==> src/rtl/keypad_scanner_if.sv <==
// Keypad pin and key-code bundle between the scanner and its environment.
// The scanner side uses the slave modport; the pad/keypad side uses master.
interface keypad_scanner_if;
  logic [3:0] rows_raw;
  logic [3:0] col_drive;
  logic [3:0] rows;
  logic [3:0] col;
  logic       key_valid;
  logic       key_pulse;

  modport master (
    output rows_raw,
    input  col_drive, rows, col, key_valid, key_pulse
  );

  modport slave (
    input  rows_raw,
    output col_drive, rows, col, key_valid, key_pulse
  );
endinterface

==> src/rtl/keypad_scanner.sv <==
// 4x4 keypad column scanner with row synchronizer, press/release debounce
// and a one-cycle strobe per accepted key.
module keypad_scanner #(
  parameter int SCAN_DIV  = 1000,
  parameter int DB_CYCLES = 50000
) (
  input  logic             clk,
  input  logic             reset,
  keypad_scanner_if.slave  kp_io
);

  localparam int DW = (SCAN_DIV  > 2) ? $clog2(SCAN_DIV)  : 1;
  localparam int BW = (DB_CYCLES > 2) ? $clog2(DB_CYCLES) : 1;
  localparam logic [DW-1:0] DWELL_LAST = DW'(SCAN_DIV - 1);
  localparam logic [BW-1:0] DB_LAST    = BW'(DB_CYCLES - 1);

  typedef enum logic [1:0] {SCAN, DB_PRESS, HELD, DB_RELEASE} state_t;

  state_t        state_q, state_d;
  logic [3:0]    sync1_q, rows_s_q;
  logic [DW-1:0] dwell_q, dwell_d;
  logic [BW-1:0] db_q, db_d;
  logic [3:0]    col_drive_q, col_drive_d;
  logic [3:0]    cap_row_q, cap_row_d;
  logic [3:0]    cap_col_q, cap_col_d;
  logic [3:0]    rows_q, rows_d;
  logic [3:0]    col_q, col_d;
  logic          key_pulse_q, key_pulse_d;

  logic [3:0] col_next;
  logic       rows_onehot;
  logic       cap_bit_seen;

  assign col_next     = {col_drive_q[2:0], col_drive_q[3]};
  assign rows_onehot  = (rows_s_q != 4'd0) && ((rows_s_q & (rows_s_q - 4'd1)) == 4'd0);
  assign cap_bit_seen = (rows_s_q & cap_row_q) != 4'd0;

  always_ff @(posedge clk or negedge reset) begin
    if (!reset) begin
      sync1_q     <= '0;
      rows_s_q    <= '0;
      state_q     <= SCAN;
      dwell_q     <= '0;
      db_q        <= '0;
      col_drive_q <= 4'b0001;
      cap_row_q   <= '0;
      cap_col_q   <= '0;
      rows_q      <= '0;
      col_q       <= '0;
      key_pulse_q <= 1'b0;
    end else begin
      sync1_q     <= kp_io.rows_raw;
      rows_s_q    <= sync1_q;
      state_q     <= state_d;
      dwell_q     <= dwell_d;
      db_q        <= db_d;
      col_drive_q <= col_drive_d;
      cap_row_q   <= cap_row_d;
      cap_col_q   <= cap_col_d;
      rows_q      <= rows_d;
      col_q       <= col_d;
      key_pulse_q <= key_pulse_d;
    end
  end

  always_comb begin
    state_d     = state_q;
    dwell_d     = dwell_q;
    db_d        = db_q;
    col_drive_d = col_drive_q;
    cap_row_d   = cap_row_q;
    cap_col_d   = cap_col_q;
    rows_d      = rows_q;
    col_d       = col_q;
    key_pulse_d = 1'b0;
    unique case (state_q)
      SCAN: begin
        // Rows are only trusted on the last dwell cycle, once they have settled.
        if (dwell_q == DWELL_LAST) begin
          dwell_d = '0;
          if (rows_onehot) begin
            cap_row_d = rows_s_q;
            cap_col_d = col_drive_q;
            db_d      = '0;
            state_d   = DB_PRESS;
          end else begin
            col_drive_d = col_next;
          end
        end else begin
          dwell_d = dwell_q + 1'b1;
        end
      end
      DB_PRESS: begin
        if (rows_s_q != cap_row_q) begin
          state_d     = SCAN;
          col_drive_d = col_next;
          dwell_d     = '0;
          db_d        = '0;
        end else if (db_q == DB_LAST) begin
          state_d     = HELD;
          rows_d      = cap_row_q;
          col_d       = cap_col_q;
          key_pulse_d = 1'b1;
          db_d        = '0;
        end else begin
          db_d = db_q + 1'b1;
        end
      end
      HELD: begin
        if (!cap_bit_seen) begin
          state_d = DB_RELEASE;
          db_d    = '0;
        end
      end
      DB_RELEASE: begin
        if (cap_bit_seen) begin
          state_d = HELD;
          db_d    = '0;
        end else if (db_q == DB_LAST) begin
          state_d     = SCAN;
          col_drive_d = col_next;
          dwell_d     = '0;
          db_d        = '0;
        end else begin
          db_d = db_q + 1'b1;
        end
      end
      default: state_d = SCAN;
    endcase
  end

  always_comb begin
    kp_io.col_drive = col_drive_q;
    kp_io.rows      = rows_q;
    kp_io.col       = col_q;
    kp_io.key_valid = (state_q == HELD) || (state_q == DB_RELEASE);
    kp_io.key_pulse = key_pulse_q;
  end

endmodule
==> src/flat_wrapper.sv <==
// flat-port wrapper written by rule: the top's interface ports become plain ports
module keypad_scanner_flat 
#(
  parameter int SCAN_DIV  = 1000,
  parameter int DB_CYCLES = 50000
)
  (clk, reset, kp_io_rows_raw, kp_io_col_drive, kp_io_rows, kp_io_col, kp_io_key_valid, kp_io_key_pulse);
  keypad_scanner_if kp_io_i ();
  input  logic clk;
  input  logic reset;
  input wire logic [$bits(kp_io_i.rows_raw)-1:0] kp_io_rows_raw;
  output wire logic [$bits(kp_io_i.col_drive)-1:0] kp_io_col_drive;
  output wire logic [$bits(kp_io_i.rows)-1:0] kp_io_rows;
  output wire logic [$bits(kp_io_i.col)-1:0] kp_io_col;
  output wire logic [$bits(kp_io_i.key_valid)-1:0] kp_io_key_valid;
  output wire logic [$bits(kp_io_i.key_pulse)-1:0] kp_io_key_pulse;
  assign kp_io_i.rows_raw = kp_io_rows_raw;
  assign kp_io_col_drive = kp_io_i.col_drive;
  assign kp_io_rows = kp_io_i.rows;
  assign kp_io_col = kp_io_i.col;
  assign kp_io_key_valid = kp_io_i.key_valid;
  assign kp_io_key_pulse = kp_io_i.key_pulse;
  keypad_scanner #(.SCAN_DIV(SCAN_DIV), .DB_CYCLES(DB_CYCLES)) u_core (.clk(clk), .reset(reset), .kp_io(kp_io_i));
endmodule
==> config.mk <==
export PLATFORM = sky130hd
export DESIGN_NAME = keypad_scanner_flat
export DESIGN_NICKNAME = d
export VERILOG_FILES = /design/src/rtl/keypad_scanner_if.sv /design/src/rtl/keypad_scanner.sv /design/src/flat_wrapper.sv
export SDC_FILE = /design/constraint.sdc
export NUM_CORES = 1
export LEC_CHECK = 0
export ABC_AREA = 1
export CORE_MARGIN = 1.5
export CORE_UTILIZATION = 50
export CTS_CLUSTER_DIAMETER = 30
export CTS_CLUSTER_SIZE = 24
export DETAILED_ROUTE_END_ITERATION = 8
export HOLD_SLACK_MARGIN = 0.1
export PLACE_DENSITY = 0.69
export SLEW_MARGIN = 10
export SYNTH_ARGS = -nofsm -noshare
export SYNTH_HDL_FRONTEND = slang
export SYNTH_SLANG_ARGS = --single-unit
==> constraint.sdc <==
create_clock -name clk -period 1.9 [get_ports clk]
set_input_delay 0.285 -clock clk [delete_from_list [all_inputs] [get_ports clk]]
set_output_delay 0.285 -clock clk [all_outputs]
set_load 0.03 [all_outputs]
==> run metrics <==
maxcap violations 0; Top Usage Layer GRT met2; Synth Cell Area around 3200 um^2; Setup Skew 6.71 ps; Tcrit/Tclk final 0.967; crit path cell chain clkdlybuf4s50_1; GR Util met2 0.360; sequential share of the synthesized area 0.450; share of layout cells above drive strength 1 0.114; multi-input combinational cell area between 1500 and 2000 um^2; Synth top cells by count nand2_1 (150), dfrtp_1 (56), nor2_1 (41), inv_1 (40), nand3_1 (33); met3 Use GR 0.0560; Fin Hold WS 351 ps; maximum clock insertion buffer count 2; Sw Ratio 0.217; Detailed Place HPWL ~5000 um; clk_lat worst skew about 340 ps; worst path required time 1620 ps; ant diodes 0; Num CTS Buffers 9; Net count, final 465; worst setup path class register to output port; vias after detailed routing ~2,700; Post-synth EDFFs 0; most frequent cell after synthesis nand2_1; TritonCTS clock tree yes; CORE AREA 6030 um^2; CP bufs+invs 1; Die Span Y 82.6 um; Final min period approximately 1800 ps; Final Max Slew Viols 0; leakage power between 1.5 and 2 nW; Fmax achieved 544 MHz; Post-DRT Antenna Nets 0; GRT Total Usage 0.230; synthesized instance count about 420; maximum vdd drop 0.000500 V; CP endpoint kind output port; syn nets between 400 and 500; outcome finished clean; CTS Sinks 57; fill count about 550; iteration-0 DRC count of the detailed router about 110; power density cells between 600 and 700 nW/um^2; register area between 1000 and 1500 um^2; GR Overflow Total 0; met1 usage 0.306; worst hold path class register to register; Placement Rows 28; DRT Wirelength slightly above 7000 um; Sequential Power Share 0.485; Post-route DRC 0; Worst setup SP type register; antenna violations before repair 0; top-level I/O count 20; NetSw between 0.5 and 0.6 mW; Worst path top cell family by delay buffers and inverters; Async S/R FF share, synth 1.00; synth warn 0; area delta synth->final 17.4%; first-pass GRT wire length roughly 12,000 um; worst-margin pin slew roughly 520 ps; Largest stage delay, worst path between 600 and 700 ps; Yosys top cell by area dfrtp_1; effective utilization at floorplan 0.526; Mapped Avg Cell Area between 7 and 8 um^2; first-pass iteration count of the detailed router 4; Slowest-stage cell, CP clkdlybuf4s50_1; clock slew at reported path FFs approximately 60 ps; Vias/cell between 5 and 6; #FFs+latches synth 57; CTS H-tree lvls 3; internal power roughly 2.0 mW; die area a little under 7000 um^2; Synth Flop Type dfrtp_1; PortBufs 19; final hold viol count 0; area share of the largest cell type after synthesis 0.442; Area contributors post-synth dfrtp_1 (44%), nand2_1 (18%), nand3_1 (5.2%); Slew headroom 0.650; CP arrival 1550 ps; total power ~2.5 mW; CP Max Fanout 3; clock share of power 0.491; GPL Wtd Cong around 0.87; die width roughly 83 um; maximum number of pins on one net before global-route repair 22; CTS Root Cell clkbuf_8; DR WL/cell 13.3 um; vias in the first global route about 2,600; # setup viols final 0; Comb power frac 0.024; Distinct cells, synth 31
## cell families after synthesis
kind of cell / Yosys count / share of synthesized area
AOI/OAI and AO/OA: 31 / 0.0632
xor gates and xnor gates: 6 / 0.0166
adders and majority gates: 6 / 0.0237
buffers and inverters: 52 / 0.0742
DFF: 57 / 0.450
and+or+nand+nor: 266 / 0.372
## cells in the final DEF (no fill, tap or decap), types with 3 or more instances in the layout
| cell | count |
|---|---|
| a21oi_1 | 3 |
| buf_4 | 11 |
| clkbuf_8 | 9 |
| clkdlybuf4s50_1 | 18 |
| dfrtp_1 | 56 |
| ha_1 | 6 |
| inv_1 | 40 |
| inv_2 | 3 |
| nand2_1 | 150 |
| nand3_1 | 33 |
| nand3_2 | 3 |
| nand4_1 | 26 |
| nor2_1 | 40 |
| nor2_4 | 3 |
| o21ai_0 | 14 |
| o21ai_2 | 8 |
| o21bai_1 | 4 |
| xor2_1 | 4 |
## what timing repair did
action,CTS,global route
gates resized for setup,0,3
buffers inserted,0,0
endpoints found under the hold margin,17,0
endpoints found under the setup margin,0,20
hold buffers,1,0
## routing by layer
metal | vias to the layer above | share of wire
li1 | 1416 | -
met1 | 1270 | 0.49
met2 | 49 | 0.45
met3 | 12 | 0.038
met4 | 0 | 0.018
met5 | - | 0
## area by class of cell
type,instances,share of cell area
repair buffers,32,0.0801
inverters,44,0.0447
multi-input cells,309,0.409
clock buffers,11,0.0353
flip-flops and latches,57,0.384
clock inverters,5,0.0215
well taps,75,0.0252
## registers in the layout (all words and copies together) (netlist names)
signal	flops
u_core.db_q	16
u_core.dwell_q	10
u_core.cap_col_q	4
u_core.cap_row_q	4
u_core.kp_io.col	4
u_core.kp_io.col_drive	4
u_core.kp_io.rows	4
u_core.rows_s_q	4
u_core.sync1_q	4
u_core.state_q	2
u_core.kp_io.key_pulse	1
## through the flow
step / TNS (ps) / area (um^2) / utilization / setup WS [ps] / std cells
2_1_floorplan: 0 / 3170 / - / 340 / 418
4_1_cts: 0 / 3700 / 0.615 / 43.7 / 533
6_report: 0 / 3720 / 0.617 / 62.5 / 533
5_1_grt: -25.3 / 3720 / 0.617 / -17.3 / 533
3_3_place_gp: 0 / 3480 / 0.578 / 106 / 516
3_5_place_dp: 0 / 3480 / 0.578 / 79.2 / 516
## power groups by stage
stage                     combinational, mW  sequential (mW)  clock [mW]
after global placement               0.0603             1.25           0
after global routing                 0.0713             1.23        1.31
final                                0.0615             1.23        1.24
after detailed placement             0.0615             1.25           0
after CTS                            0.0632             1.23        1.26
after floorplan                      0.0172             1.25           0
## worst paths after layout
path                                                       startpoint                          endpoint  slack, ps  depth (start not counted)
worst max-delay path            u_core.kp_io.col_drive[0]$_DFFE_PN1P_                kp_io_col_drive[0]         60                          1
worst min-delay path                      u_core.sync1_q[3]$_DFF_PN0_      u_core.rows_s_q[3]$_DFF_PN0_        350                          0
worst max register to register          u_core.dwell_q[0]$_DFFE_PN0P_   u_core.cap_col_q[1]$_DFFE_PN0P_        140                          7
worst min register to register            u_core.sync1_q[3]$_DFF_PN0_      u_core.rows_s_q[3]$_DFF_PN0_        350                          0
max in group asynchronous                                       reset     u_core.dwell_q[8]$_DFFE_PN0P_        870                          3
min in group asynchronous                                       reset  u_core.kp_io.rows[3]$_DFFE_PN0P_        420                          2
(Power assumes the default switching activity.)
